<file path="config.mk">
export PLATFORM = sky130hd
export DESIGN_NAME = mem_access_ctrl
export DESIGN_NICKNAME = d
export VERILOG_FILES = /design/src/rtl/mem_access_ctrl.sv
export SDC_FILE = /design/constraint.sdc
export NUM_CORES = 1
export LEC_CHECK = 0
export BUFFER_PORTS_ARGS = -buffer_cell sky130_fd_sc_hd__buf_4
export CAP_MARGIN = 20
export CORE_MARGIN = 3
export CORE_UTILIZATION = 50
export CTS_CLUSTER_SIZE = 16
export DETAILED_ROUTE_END_ITERATION = 12
export PLACE_DENSITY = 0.83
export SETUP_SLACK_MARGIN = 0.5
export SKIP_LAST_GASP = 1
export SLEW_MARGIN = 20
export SYNTH_ARGS = -nofsm -noshare
export SYNTH_HDL_FRONTEND = slang
export SYNTH_SLANG_ARGS = --single-unit
</file>
<file path="constraint.sdc">
create_clock -name clk -period 13.1 [get_ports clk]
set_input_delay 3.93 -clock clk [delete_from_list [all_inputs] [get_ports clk]]
set_output_delay 3.93 -clock clk [all_outputs]
set_load 0.05 [all_outputs]
</file>
<file path="src/rtl/mem_access_ctrl.sv">
// Memory-stage sequencer for the single data-bus port: runs one dbus
// request/response per load/store, stalls the pipeline and returns extended load data.
module mem_access_ctrl #(
  parameter int ALIGN_CHECK = 1
) (
  input  logic        clk,
  input  logic        reset,
  input  logic        req_valid,
  input  logic        req_is_store,
  input  logic [63:0] req_addr,
  input  logic [2:0]  req_size,
  input  logic        req_unsigned,
  input  logic [63:0] req_wdata,
  output logic        stall,
  output logic        done,
  output logic [63:0] mem_rdata,
  output logic        misalign,
  output logic        dreq_valid,
  output logic [63:0] dreq_addr,
  output logic [2:0]  dreq_size,
  output logic [7:0]  dreq_strobe,
  output logic [63:0] dreq_data,
  input  logic        dresp_addr_ok,
  input  logic        dresp_data_ok,
  input  logic [63:0] dresp_data
);

  typedef enum logic [1:0] {IDLE, REQ, WAIT, DONE} state_t;

  state_t      state, state_next;
  logic [63:0] addr_q, wdata_q, rdata_q;
  logic [2:0]  size_q;
  logic        unsigned_q, store_q, misalign_q;
  logic        req_misaligned, reject, capture;
  logic [5:0]  shift;
  logic [63:0] raw, load_ext;
  logic [7:0]  size_mask;

  // Illegal sizes are lumped in with misaligned accesses.
  always_comb begin
    req_misaligned = 1'b0;
    case (req_size)
      3'd0:    req_misaligned = 1'b0;
      3'd1:    req_misaligned = req_addr[0];
      3'd2:    req_misaligned = |req_addr[1:0];
      3'd3:    req_misaligned = |req_addr[2:0];
      default: req_misaligned = 1'b1;
    endcase
  end

  assign reject = (ALIGN_CHECK != 0) && req_misaligned;

  always_comb begin
    state_next = state;
    capture    = 1'b0;
    case (state)
      IDLE: if (req_valid) state_next = reject ? DONE : REQ;
      REQ: begin
        // A data_ok without addr_ok is a bus protocol error and is ignored.
        if (dresp_addr_ok) begin
          if (dresp_data_ok) begin
            state_next = DONE;
            capture    = 1'b1;
          end else begin
            state_next = WAIT;
          end
        end
      end
      WAIT: begin
        if (dresp_data_ok) begin
          state_next = DONE;
          capture    = 1'b1;
        end
      end
      DONE:    state_next = IDLE;
      default: state_next = IDLE;
    endcase
  end

  always_ff @(posedge clk or posedge reset) begin
    if (reset) begin
      state      <= IDLE;
      addr_q     <= 64'd0;
      wdata_q    <= 64'd0;
      rdata_q    <= 64'd0;
      size_q     <= 3'd0;
      unsigned_q <= 1'b0;
      store_q    <= 1'b0;
      misalign_q <= 1'b0;
    end else begin
      state <= state_next;
      if (state == IDLE && req_valid) begin
        addr_q     <= req_addr;
        wdata_q    <= req_wdata;
        size_q     <= req_size;
        unsigned_q <= req_unsigned;
        store_q    <= req_is_store;
        misalign_q <= reject;
        if (reject) rdata_q <= 64'd0;
      end
      if (capture) rdata_q <= store_q ? 64'd0 : load_ext;
    end
  end

  assign shift = {addr_q[2:0], 3'b000};
  assign raw   = dresp_data >> shift;

  always_comb begin
    load_ext = raw;
    case (size_q)
      3'd0: load_ext = unsigned_q ? {56'd0, raw[7:0]}  : {{56{raw[7]}},  raw[7:0]};
      3'd1: load_ext = unsigned_q ? {48'd0, raw[15:0]} : {{48{raw[15]}}, raw[15:0]};
      3'd2: load_ext = unsigned_q ? {32'd0, raw[31:0]} : {{32{raw[31]}}, raw[31:0]};
      default: load_ext = raw;
    endcase
  end

  always_comb begin
    size_mask = 8'hFF;
    case (size_q)
      3'd0:    size_mask = 8'h01;
      3'd1:    size_mask = 8'h03;
      3'd2:    size_mask = 8'h0F;
      default: size_mask = 8'hFF;
    endcase
  end

  // Stall releases in DONE even though the completing instruction still drives req_valid.
  assign stall       = req_valid & (state != DONE);
  assign done        = (state == DONE);
  assign misalign    = done & misalign_q;
  assign mem_rdata   = rdata_q;
  assign dreq_valid  = (state == REQ);
  assign dreq_addr   = addr_q;
  assign dreq_size   = size_q;
  assign dreq_strobe = store_q ? (size_mask << addr_q[2:0]) : 8'h00;
  assign dreq_data   = wdata_q << shift;

endmodule

</file>
### Yosys cells after proc, flatten, opt, wreduce, memory -nomap -nowiden

Index checks and enable logic that the tools add are counted.

| storage, ports and cells | value |
|---|---|
| register bits after elaboration | 200 |
| latch bits | 0 |
| RAM bits | 0 |
| ROM bits | 0 |
| input port bits | 202 |
| output and inout bits | 207 |
| logic and storage cells | 55 |
| memories kept | 0 |

| cells by class | value |
|---|---|
| add/subtract/negate cells | 0 |
| multiply operators | 0 |
| div/mod/pow operators | 0 |
| $lt $le $gt $ge | 0 |
| eq/ne operators | 12 |
| shifts and indexed selects | 3 |
| multiplexer cells | 20 |
| bitwise gates (word level) | 2 |
| reduce and logical (&&, ||, !) cells | 10 |

Operators by type and width:

| operator | count |
|---|---|
| $mux 64 | 7 |
| $pmux 64 s3 | 1 |
| $shl 64x6->64 | 1 |
| $shr 64x6->64 | 1 |
| $pmux 8 s3 | 1 |
| $eq 3x2->1 const B | 3 |
| $mux 2 | 4 |
| $mux 8 | 1 |
| $pmux 2 s4 | 1 |
| $shl 8x3->8 | 1 |
| $eq 3x1->1 const B | 2 |
| $logic_not 3->1 | 2 |
| $ne 2x2->1 const B | 3 |
| $eq 2x2->1 const B | 2 |
| $pmux 1 s4 | 1 |
| $reduce_bool 2->1 | 2 |
| $mux 1 | 3 |
| $reduce_and 3->1 | 1 |
| $reduce_or 3->1 | 1 |
| $and 1x1->1 | 2 |
| $eq 2x1->1 const B | 1 |
| $logic_not 2->1 | 1 |
| $ne 2x1->1 const B | 1 |
| $pmux 1 s2 | 1 |
| 3 further kinds | 3 |

### Depth between registers and ports, before layout

| depth | value |
|---|---|
| word-level depth | 5 |
| gate-level depth with buffers | 9 |
| gate-level depth less buffers | 7 |

### Worst setup path after synthesis

No wires, ideal clock.

| path | value |
|---|---|
| kind | input -> output |
| start point | input req_valid |
| end point | output stall |
| arrival time | 4.637 ns |
| data required time | 9.170 ns |
| setup slack | 4.533 ns |
| stages on the path | 1 |
| path buffers | 0 |
| cell sequence | nor2b_1 |

| on the way | value |
|---|---|
| longest elaborated chain between the ends | 1 |

RTL lines:

| what | RTL line | source |
|---|---|---|
| start, declared | 8 | `input logic req_valid,` |
| $and 1x1->1 | 129 | `assign stall = req_valid & (state != DONE);` |
| end, declared | 14 | `output logic stall,` |

Every way passes these cells.

### Worst setup path after layout

Ends and elaborated chain as after synthesis.

==> impl_metrics.yaml <==
final_layout:
  multiInputGateArea_sq_um: 6050
  regArea_sq_um: 5020
  final_nets: 1610
  antenna_cells: 0
  nFillCells: 1688
  drive_gt1_frac: 0.456
  layout-area-overhead-vs-synth_pct: 33.0
setup_path:
  ff2ff_path_depth: 7
  critPathCaptureType: "output pin"
  cp.required_ps: 9170
  critical_path.startpoint_type: "input pin"
  cp.arrival_ps: 4440
  worstSetupPathType: "input pin to output pin"
  critical_path.max_fanout: 3
sta:
  setup_viol: 0
  max_slew_margin: 0.288
  hold_violations: 0
  clock.fmax_mhz: 119
  maxSlewViolCount: 0
  worst_slew_pin_slew_ps: 1070
  min_period_ps: 8370
  fin_crit_sh: 0.639
  rsz0062_at_grt: "no"
  clock_skew_ps: 18.2
  tns_ps: 0
logic_synthesis:
  synthMuxAreaShare: 0.289
  syn_avg_cell_area_sq_um: 10.9
  synth-simple-area-share: 0.0796
  async_flop_share: 1.00
  yosys.area_share.adder: 0.00543
  ys_top_cells_by_area: "dfrtp_1 (43%), mux2_2 (15%), mux2i_1 (10%), o2bb2ai_1 (3.0%), nor2_1 (2.8%)"
  synth-compound-area-share: 0.149
  synth_fp_nets: 1262
  ys_types: 51
  synth_most_common_cell: "dfrtp_1"
  yosys_warnings: 0
  ys_ff_latch: 200
  syn_area_sq_um: 11500
  synth_top_family_by_area: "multiplexers"
  ys.flop_type: "dfrtp_1"
  ys_seq_area_frac: 0.434
  yosysTopAreaCellShare: 0.434
  synth.largest_area_cell: "dfrtp_1"
  postSynthCellCount: 1055
  synth_xor_area_frac: 0
  synth_top_cells_by_count: "dfrtp_1 (200), mux2_2 (158), mux2i_1 (119), nor2_1 (86), nand2_1 (59)"
  synth-edff-count: 0
clock_network:
  cts_tree: "done"
  clk-insertion-delay-late_ps: 440
  postCtsHoldBufs: 0
  path_clk_slew_ps: 70
  clockBufferDepth: 2
  post_cts_resized: 0
  cts_buffers: 17
  post_cts_buffers: 0
  h-tree-depth: 4
  root_buffer: "clkbuf_16"
  cts.sink_count: 200
routing:
  ant_nets: 0
  drc: 0
  vias_per_cell: 6.01
  drt_pass1_iterations: 6
  drtIter0Drc: 723
  wire_per_inst_um: 23.6
  via_count: 10200
  routed_wl_um: 40100
place:
  gp_congestion: 0.925
  hpwl_um: 29400
  io_buffers: 408
run_status:
  outcome: "finished, final reports clean"
global_route:
  grt_antenna_before_repair: 0
  grt_max_degree: 121
  grt_pass1_vias: 10000
  gr-usage-all-layers: 0.306
  gr-total-overflow: 0
  grt_pass1_wl_um: 58200
floorplanning:
  die-width_um: 158
  fp-row-count: 54
  fp.dieArea_sq_um: 24900
  die_h_um: 158
  core_sq_um: 22200
  pin_count: 409
  floorplan.initialDensity: 0.518
hold_path:
  hold_depth: 1
  hp-class: "flop to flop"
job:
  max_cap_violations: 0
==> cells by family (layout without fill, tap and decap cells) <==
kind of cell,Yosys count,after routing
AOI/OAI and AO/OA,247,247
adders and majority gates,5,5
buffers and inverters,107,468
DFF,200,200
muxes,294,294
and+or+nand+nor,202,202
==> cell usage in the layout (no fill, tap or decap), types with 7 or more instances in the layout <==
cell       instances
a221o_1           16
o21ai_0           44
inv_1             13
buf_4            419
o2bb2ai_1         40
and2_1            11
dfrtp_1          197
nand2_1           58
a21oi_1           51
mux2i_1          119
nand2b_1          12
nor2b_1           15
nor2_1            84
o22ai_1           32
mux2_2           158
mux4_2            14
a211o_1            7
clkbuf_16         17
a211oi_1          28
==> through the flow <==
| stage | setup WS, ps | instances | hold slack (ps) | util | area, sq um |
|---|---|---|---|---|---|
| floorplan | 3720 | 1055 | 442 | - | 11500 |
| global placement | 4800 | 1662 | 465 | 0.658 | 14600 |
| detailed placement | 4740 | 1663 | 473 | 0.659 | 14600 |
| CTS | 4730 | 1695 | 491 | 0.688 | 15300 |
| global route | 4720 | 1696 | 511 | 0.689 | 15300 |
| finish | 4730 | 1696 | 491 | 0.689 | 15300 |
==> flip-flops by register name (all words and copies together), names as in the netlist <==
signal      cells
unsigned_q      1
store_q         1
dreq_addr      64
mem_rdata      64
dreq_size       3
wdata_q        64
misalign_q      1
state           2
==> critical path, cell delays in order <==
cell and delay (ps):
buf_4 100, nor2b_1 170, buf_4 230
==> final cells by class <==
cell class                      count  share of cell area
Clock buffer                       17              0.0278
Sequential cell                   200               0.327
Tap cell                          280              0.0229
Inverter                           14             0.00392
Timing Repair Buffer              422               0.209
Clock inverter                     15              0.0140
Multi-Input combinational cell    748               0.395
==> metal layers <==
layer  vias to the layer above  GRT usage  routed length [um]
met5                         -          0                   0
met2                       532      0.526               20000
li1                       4564          -                   -
met4                         0      0.140                1880
met3                        89     0.0806                3540
met1                      5012      0.360               14700
==> path summary, 6_finish.rpt <==
kind                                     startpoint                        end  slack (ps)
max                                       req_valid                      stall        4730
min                        mem_rdata[7]$_DFFE_PP0P_   mem_rdata[7]$_DFFE_PP0P_         490
max reg2reg                dreq_addr[1]$_DFFE_PP0P_  mem_rdata[42]$_DFFE_PP0P_        9120
min reg2reg                mem_rdata[7]$_DFFE_PP0P_   mem_rdata[7]$_DFFE_PP0P_         490
max in group asynchronous                     reset   dreq_addr[2]$_DFFE_PP0P_        8150
min in group asynchronous                     reset  dreq_addr[32]$_DFFE_PP0P_        3610
Power is not shown: default switching activity piles up to over one toggle a cycle in this logic, so the estimate is an artifact.
